**config.mk**
```make
export PLATFORM = sky130hd
export DESIGN_NAME = rx_symbol_aligner
export DESIGN_NICKNAME = d
export VERILOG_FILES = /design/src/rtl/rx_symbol_aligner_pkg.sv /design/src/rtl/rx_symbol_aligner_comma_detect.sv /design/src/rtl/rx_symbol_aligner.sv
export SDC_FILE = /design/constraint.sdc
export NUM_CORES = 1
export LEC_CHECK = 0
export BUFFER_PORTS_ARGS = -buffer_cell sky130_fd_sc_hd__buf_2
export CAP_MARGIN = 20
export CORE_MARGIN = 10
export CORE_UTILIZATION = 42
export CTS_CLUSTER_DIAMETER = 40
export DETAILED_ROUTE_END_ITERATION = 12
export PLACE_DENSITY = 0.58
export SLEW_MARGIN = 30
export SYNTH_ARGS = -nofsm -noshare
export SYNTH_HDL_FRONTEND = slang
export SYNTH_SLANG_ARGS = --single-unit
```
**constraint.sdc**
```tcl
create_clock -name INTERCLK -period 2.4 [get_ports INTERCLK]
set_input_delay 0.12 -clock INTERCLK [delete_from_list [all_inputs] [get_ports INTERCLK]]
set_output_delay 0.12 -clock INTERCLK [all_outputs]
set_load 0.1 [all_outputs]
```
**src/rtl/rx_symbol_aligner_pkg.sv**
```systemverilog
// ---------------------------------------------------------------------------
// rx_symbol_aligner_pkg
// Shared definitions for the 8b/10b receive aligner: K28.5 comma code groups
// in both running disparities, the aligner FSM state encoding and a comma
// compare helper that the decoder can reuse.
// ---------------------------------------------------------------------------
package rx_symbol_aligner_pkg;

    localparam int SYM_BITS = 10;

    // K28.5 in abcdeifghj order with 'a' at bit 0 (first bit on the line).
    localparam logic [SYM_BITS-1:0] K28P5_RDN = 10'h17C;
    localparam logic [SYM_BITS-1:0] K28P5_RDP = 10'h283;

    typedef enum logic {
        ST_HUNT = 1'b0,
        ST_SYNC = 1'b1
    } state_t;

    function automatic logic is_k28p5(input logic [SYM_BITS-1:0] sym);
        return (sym == K28P5_RDN) || (sym == K28P5_RDP);
    endfunction

endpackage

```
**src/rtl/rx_symbol_aligner_comma_detect.sv**
```systemverilog
// ---------------------------------------------------------------------------
// comma_detect
// Combinational K28.5 detector for a 10-bit code group (either disparity).
// Ports:
//   sym    in  10  code group, bit 0 = first bit received
//   match  out  1  1 = sym is K28.5 RD- or RD+
// ---------------------------------------------------------------------------
module comma_detect
    import rx_symbol_aligner_pkg::*;
(
    input  logic [SYM_BITS-1:0] sym,
    output logic                match
);

    assign match = is_k28p5(sym);

endmodule

```
**src/rtl/rx_symbol_aligner.sv**
```systemverilog
// ---------------------------------------------------------------------------
// rx_symbol_aligner
// Finds K28.5 comma boundaries in the received serial stream and hands
// aligned 10-bit code groups to the decoder, one strobe per symbol. While
// locked it watches the decoder error flag and drops lock after LOSS_ERRORS
// errored symbols with no clean aligned comma in between.
// Parameters:
//   LOSS_ERRORS  errored symbols that force loss of lock (1..15)
//   FILL_BITS    bits accepted after reset before a comma match is honoured
// Ports:
//   INTERCLK      in   1  clock, rising edge
//   RESET         in   1  synchronous active-high reset
//   iSerial       in   1  received line bit
//   iBitValid     in   1  1 = accept iSerial this cycle
//   iDecodeError  in   1  decoder error for the current oData (used when oValid)
//   oData         out 10  aligned code group, bit 0 = first bit received
//   oValid        out  1  one-cycle strobe, oData holds a new symbol
//   oComma        out  1  qualifies oValid, symbol is an aligned K28.5
//   LOCKED        out  1  1 = symbol boundary acquired
// ---------------------------------------------------------------------------
module rx_symbol_aligner
    import rx_symbol_aligner_pkg::*;
#(
    parameter int LOSS_ERRORS = 4,
    parameter int FILL_BITS   = 10
) (
    input  logic                INTERCLK,
    input  logic                RESET,
    input  logic                iSerial,
    input  logic                iBitValid,
    input  logic                iDecodeError,
    output logic [SYM_BITS-1:0] oData,
    output logic                oValid,
    output logic                oComma,
    output logic                LOCKED
);

    localparam int          FILL_W   = $clog2(FILL_BITS + 2);
    localparam logic [FILL_W-1:0] FILL_MAX = FILL_W'(FILL_BITS);
    localparam logic [3:0]  LAST_BIT = 4'(SYM_BITS - 1);
    localparam logic [3:0]  LOSS_LAST = 4'(LOSS_ERRORS - 1);

    state_t              state, state_nxt;
    logic [SYM_BITS-1:0] sr;
    logic [SYM_BITS-1:0] win;
    logic [FILL_W-1:0]   fill_cnt;
    logic [3:0]          bit_cnt;
    logic [3:0]          err_cnt;
    logic                match;
    logic                fill_done;

    // Control decoded by the FSM for the datapath registers.
    logic emit;
    logic emit_comma;
    logic cnt_clr;
    logic err_clr;
    logic err_inc;

    // New bits enter at the top; the oldest bit of the window sits at bit 0.
    assign win       = {iSerial, sr[SYM_BITS-1:1]};
    assign fill_done = (fill_cnt == FILL_MAX);

    comma_detect u_comma_detect (
        .sym   (win),
        .match (match)
    );

    // -----------------------------------------------------------------------
    // FSM state register. LOCKED tracks the next state so it rises together
    // with the oValid of the locking comma.
    // -----------------------------------------------------------------------
    always_ff @(posedge INTERCLK) begin
        if (RESET) begin
            state  <= ST_HUNT;
            LOCKED <= 1'b0;
        end else begin
            // NOTE: clocked state uses <= so every register samples values from
            // before the edge; blocking = here would create order-dependent races.
            state  <= state_nxt;
            LOCKED <= (state_nxt == ST_SYNC);
        end
    end

    // -----------------------------------------------------------------------
    // FSM next state and datapath control.
    // -----------------------------------------------------------------------
    always_comb begin
        // NOTE: every output of this block gets a default first; a path that
        // leaves one unassigned would infer a latch.
        state_nxt  = state;
        emit       = 1'b0;
        emit_comma = 1'b0;
        cnt_clr    = 1'b0;
        err_clr    = 1'b0;
        err_inc    = 1'b0;

        unique case (state)
            ST_HUNT: begin
                if (iBitValid && match && fill_done) begin
                    emit       = 1'b1;
                    emit_comma = 1'b1;
                    cnt_clr    = 1'b1;
                    err_clr    = 1'b1;
                    state_nxt  = ST_SYNC;
                end
            end

            ST_SYNC: begin
                // Only a comma on the locked boundary is flagged; commas at
                // other phases pass through as ordinary bits.
                if (iBitValid && (bit_cnt == LAST_BIT)) begin
                    emit       = 1'b1;
                    emit_comma = match;
                end

                // The decoder flag belongs to the symbol currently on oData.
                // An emit cannot coincide with oValid since the bit counter
                // has just wrapped.
                if (oValid) begin
                    if (iDecodeError) begin
                        if (err_cnt == LOSS_LAST) begin
                            state_nxt = ST_HUNT;
                            emit      = 1'b0;
                            err_clr   = 1'b1;
                        end else begin
                            err_inc = 1'b1;
                        end
                    end else if (oComma) begin
                        err_clr = 1'b1;
                    end
                end
            end

            default: state_nxt = ST_HUNT;
        endcase
    end

    // -----------------------------------------------------------------------
    // Shift register, counters and output registers.
    // -----------------------------------------------------------------------
    always_ff @(posedge INTERCLK) begin
        if (RESET) begin
            // NOTE: the shift register is cleared as well so a partial symbol
            // from before reset can never combine into a false comma.
            sr       <= '0;
            fill_cnt <= '0;
            bit_cnt  <= '0;
            err_cnt  <= '0;
            oData    <= '0;
            oValid   <= 1'b0;
            oComma   <= 1'b0;
        end else begin
            oValid <= emit;
            oComma <= emit_comma;
            if (emit) begin
                oData <= win;
            end

            if (iBitValid) begin
                sr <= win;
                if (!fill_done) begin
                    fill_cnt <= fill_cnt + 1'b1;
                end
            end

            if (cnt_clr) begin
                bit_cnt <= '0;
            end else if ((state == ST_SYNC) && iBitValid) begin
                bit_cnt <= (bit_cnt == LAST_BIT) ? 4'd0 : bit_cnt + 4'd1;
            end

            if (err_clr) begin
                err_cnt <= '0;
            end else if (err_inc) begin
                err_cnt <= err_cnt + 4'd1;
            end
        end
    end

endmodule

```
### Word-level counts from Yosys, hierarchy flattened

Index checks and enable logic that the tools add are counted.

* multiplexer cells: 22
* reductions and logical operators: 8
* bitwise logic cells: 2
* equality and inequality tests: 5
* $add $sub $neg: 3

Operators with widths (number)
* 1-bit two-way mux: 17
* 4-bit by 1-bit adder with 4-bit output, second input constant: 3
* 10-bit == test, second input constant: 1
* 10-bit by 9-bit == test with 1-bit output, second input constant: 1
* 4-bit == test, second input constant: 2
* 1-bit one-hot mux with 2 select lines: 4
* 4-bit by 2-bit == test with 1-bit output, second input constant: 1
* 1-bit logical AND: 4
* 4-bit two-way mux: 1
* 2-bit OR reduction: 2
* 1-bit inverter: 2
* 2-bit AND reduction: 1
* 1-bit logical OR: 1

* output and inout bits: 13
* input port bits: 5
* flip-flop bits (word level): 35
* logic and storage cells: 48

### Depth between registers and ports, before layout

* depth after elaboration: 7
* gate-level depth with buffers: 8
* depth with buffers taken out: 7

### Modules after synthesis

From an unflattened synthesis, not the netlist that was laid out.

* cell total of the unflattened synthesis: 156
* area total of the unflattened synthesis: 1529.0 um^2

By module, submodules not included
* rx_symbol_aligner: cells an instance 149, area each 1463.9 um^2, times used 1, seq. area each 680.7 um^2
* comma_detect: cells an instance 7, area each 65.1 um^2, times used 1, seq. area each 0.0 um^2

### Worst setup path after synthesis

OpenSTA, ideal clock, no wires.

* kind: reg-to-reg
* start: register state
* end: register oData[8]
* slack: 0.067 ns
* setup time: 0.131 ns
* required time: 2.269 ns
* path buffers: 1
* stages on the path, launching flop included: 7
* arrival: 2.202 ns
* clock period less this slack: 2.333 ns
* cell sequence: dfxtp_1 -> nand3_1 -> nor3b_1 -> nand2_1 -> clkbuf_1 -> nand3_1 -> a21oi_2

* word-level cells in the longest chain between the ends: 2

RTL lines
* start, declared: RTL line rx_symbol_aligner.sv:43 `state_t state, state_nxt;`
* start signal, assigned: RTL line rx_symbol_aligner.sv:79 `state <= state_nxt;`
* 1-bit inverter
* 1-bit one-hot mux with 2 select lines *: RTL line rx_symbol_aligner.sv:97 `unique case (state)`
* end signal, assigned: RTL line rx_symbol_aligner.sv:156 `oData <= win;`
* end, declared: RTL line rx_symbol_aligner.sv:32 `output logic [SYM_BITS-1:0] oData,`

Every way passes the cells marked *; elsewhere a longest branch is shown, timed or not.
A chain may end at the register's enable or synchronous reset.

### Worst setup path after layout

* start: register sr[9]
* end: register bit_cnt[3]

* word-level cells in the longest chain between the ends: 7
* elaborated cells on any way between the ends: 8
* those cells by class: eq/ne (2); mux (2); reduce/logical (4)

RTL lines
* start, declared: RTL line rx_symbol_aligner.sv:44 `logic [SYM_BITS-1:0] sr;`
* start signal, assigned: RTL line rx_symbol_aligner.sv:160 `sr <= win;`
* 10-bit by 9-bit == test with 1-bit output or 10-bit == test (tied branches): RTL line rx_symbol_aligner_pkg.sv:21 `return (sym == K28P5_RDN) || (sym == K28P5_RDP);`
* 1-bit logical OR *: RTL line rx_symbol_aligner_pkg.sv:21
* 1-bit logical AND * (2 in series): RTL line rx_symbol_aligner.sv:99 `if (iBitValid && match && fill_done) begin`
* 1-bit two-way mux *: RTL line rx_symbol_aligner.sv:99
* 1-bit two-way mux *: RTL line rx_symbol_aligner.sv:97
* 2-bit OR reduction (no source line) *
* end signal, assigned: RTL line rx_symbol_aligner.sv:169 `bit_cnt <= (bit_cnt == LAST_BIT) ? 4'd0 : bit_cnt + 4'd1;`
* end, declared: RTL line rx_symbol_aligner.sv:47 `logic [3:0] bit_cnt;`

Marked as above.

==> summary.txt <==
Worst setup path
  – CP max-delay cell: or4b_1
  – Crit path kind: reg -> reg
  – CP Cell Sequence: or4b_1 > nor4b_2 > o21ai_2 > nand2_1 > a21oi_1
  – WP data required: 2.57 ns
  – CP Max Fanout: 14
  – Worst path bufs/invs: 0
  – CP delay by family, top: simple AND/OR/NAND/NOR gates
  – Max stage delay on crit path: 0.47 ns
  – Crit end category: register
  – CP arrival: 2.17 ns
  – Startpoint Class: register

Timing
  – RSZ-0062 raised after global routing: no
  – Slew at the pin closest to its max-slew limit: 0.790 ns
  – Final count of hold timing violations: 0
  – Setup TNS: 0 ns
  – Final setup violating endpoints: 0
  – Clock Skew: 0.00440 ns
  – Period utilization: 83.6%
  – Max Clk Rate: 499 MHz
  – Max-slew violation count: 0
  – Worst slew margin: 47.3%
  – Min Clock Period, post-route: 2.01 ns

Route
  – Final ANT Viol Nets: 0
  – Routed WL per cell: 13.8 um
  – Vias per cell: 5.19
  – Initial detailed-routing violation count: 46
  – Pre-Repair DR Iteration Count: 4
  – # DRC: 0
  – Final WL: 3050 um
  – Via Count: 1147

Clock tree
  – Setup bufs post-CTS: 0
  – Clock Pin Slew Worst Setup and Hold Paths: 0.07 ns
  – Cts hold-fix bufs: 0
  – Root buffer cell: clkbuf_8
  – CTS tree: built
  – # resized after CTS: 0
  – TritonCTS sink count: 34
  – Htree depth: 2
  – CTS buffer count: 5
  – Clock Latency Late Sink: 0.28 ns
  – Clk buf depth: 2

Die
  – Starting Density: 44.8%
  – Row cnt: 21
  – Die Ht: 80.6 um
  – Core ar.: 3440 um^2
  – Horiz. Die Dim: 80.6 um
  – Full die area: 6500 um^2
  – # IOs: 18

Status
  – Status: completed

Layout
  – Fin cells: 221
  – Fin nets: 182
  – Area of the multi-input gates: 820 um^2
  – P&R area growth vs syn: 15.0%
  – Final Cell Area: 1770 um^2
  – Utilization after layout: 51.5%
  – # fillers: 343
  – FF+latch area: 681 um^2
  – N_diodes: 0
  – Layout cell share with drive strength beyond 1: 30.3%

Global route
  – Largest net degree at the start of global routing: 27
  – Vias in the first global route: 1166
  – Initial antenna violation count: 0
  – First-pass GRT wire length: 5400 um
  – Total GRT Usage: 10.3%
  – Global route overflow: 0

Synthesis
  – Cells after Synth: 155
  – Simple-gate area share of the yosys netlist: 24.1%
  – Post-Synth XOR/XNOR Area: 4.54%
  – Mapped Nets: 163
  – Sequential-to-total area share from yosys stat: 44.1%
  – Adder-Cell Fraction of Synth Area: 2.43%
  – Mux cell area share after synthesis: 7.14%
  – Largest family of logic cells by synthesized area: simple AND/OR/NAND/NOR gates
  – Area of the mapped netlist: 1540 um^2
  – Complex-gate fraction of the synthesized area: 14.9%
  – Distinct cell type count after synthesis: 35
  – Synthesis Warnings: 0
  – Avg Inst Size Synth: 9.95 um^2
  – #FFs+latches synth: 34

Place
  – GPL Wtd Cong: 0.760
  – Post-DP HPWL: 2200 um
  – Buffers added on ports: 17
  – Cell area after placement: 1670 um^2
  – Post-Place Cells: 213

Pwr
  – P_leak: 0.662 nW
  – Power Dens Cells: 633 nW/um^2
  – Worst VDD drop: 489 uV
  – Overall power: 0.00112 W

Flow run
  – Max Cap Violations: 0

Min path
  – HP Class: in -> reg
-- registers in the layout, indices dropped and copies added (netlist names) --
register,cells
fill_cnt,4
err_cnt,4
bit_cnt,4
sr,9
state,1
oData,10
oComma,1
oValid,1
-- report_power, final --
part	internal (W)	switching [W]	leakage (nW)
Sequential	0.000570	0.00000678	0.275
Combinational	0.0000166	0.0000250	0.330
Clock	0.000305	0.000200	0.0579
Total	0.000892	0.000231	0.662
-- worst min-delay path: stages --
cell and delay, ns:
buf_2 0.11, mux2i_1 0.07, nor2_1 0.07
-- synth_stat cells --
cell,count,area (um^2)
nor3b_1,4,30.0
nor4b_2,1,15.0
or4b_1,2,20.0
nand3_2,8,80.1
nand3b_1,1,7.51
inv_1,2,7.51
a21oi_1,2,10.0
clkbuf_1,3,11.3
o21ai_0,2,10.0
buf_6,1,11.3
xnor2_1,2,17.5
nor4_4,1,21.3
a21oi_2,12,105
buf_2,1,5.00
mux2i_1,11,110
nor3_1,1,5.00
o21ai_1,10,50.1
nor2b_1,2,12.5
nand2_1,7,26.3
o21ai_2,1,8.76
nand4_1,4,25.0
dfxtp_1,34,681
o221a_1,1,11.3
o21a_4,1,15.0
ha_1,3,37.5
o211ai_2,1,12.5
and2_1,1,6.26
xor2_1,6,52.6
nor2_1,20,75.1
buf_1,2,7.51
and2_0,1,6.26
nand4b_1,1,8.76
nor3b_2,1,12.5
a211oi_1,1,7.51
nand3_1,4,20.0
-- cell families (layout without fill, tap and decap cells) --
| logic type | after synthesis | after routing |
|---|---|---|
| AND/OR/NAND/NOR | 59 | 59 |
| flip-flops | 34 | 34 |
| AO/OA/AOI/OAI | 31 | 31 |
| multiplexers | 11 | 11 |
| buffers and inverters | 9 | 29 |
| XOR/XNOR | 8 | 8 |
| adder cells (fa/ha/maj) | 3 | 3 |
-- path summary, 6_finish.rpt --
kind                 start          to  slack (ns)  cells past startpoint
setup reg to reg     sr[9]  bit_cnt[3]        0.39                      5
hold / removal     iSerial       sr[9]        0.13                      3
setup / recovery     sr[9]  bit_cnt[3]        0.39                      5
hold reg to reg   oData[6]    oData[6]        0.46                      2
-- stage by stage --
step | setup WS, ns | hold WS [ns]
global route | 0.222 | 0.174
finish | 0.395 | 0.133
floorplan | 0.0669 | 0.268
detailed placement | 0.408 | 0.438
CTS | 0.387 | 0.135
global placement | 0.413 | 0.412
-- layout make-up --
type	instances	area share [%]
clock buffers	5	3.88
clock inverters	3	2.26
inverters	2	0.423
multi-input cells	112	46.2
flip-flops and latches	34	38.4
well taps	46	3.24
repair buffers	19	5.64
-- cell usage in the layout (no fill, tap or decap), drive strengths merged, types with 2 or more instances in the layout --
master / count
or4b: 2
and2: 2
nor3b: 5
dfxtp: 34
inv: 2
clkinv: 2
nor2b: 2
clkbuf: 5
xnor2: 2
o21ai: 13
nand2: 7
mux2i: 11
nor2: 20
xor2: 6
buf: 19
nand3: 12
a21oi: 14
ha: 3
nand4: 4
-- routing by layer --
metal,GRT usage [%],part of all wire [%]
met2,17.0,48
met4,3.17,0.95
met1,11.7,45
met5,0,0
met3,4.45,6.0
No activity file was read; power rests on OpenSTA's default activity.
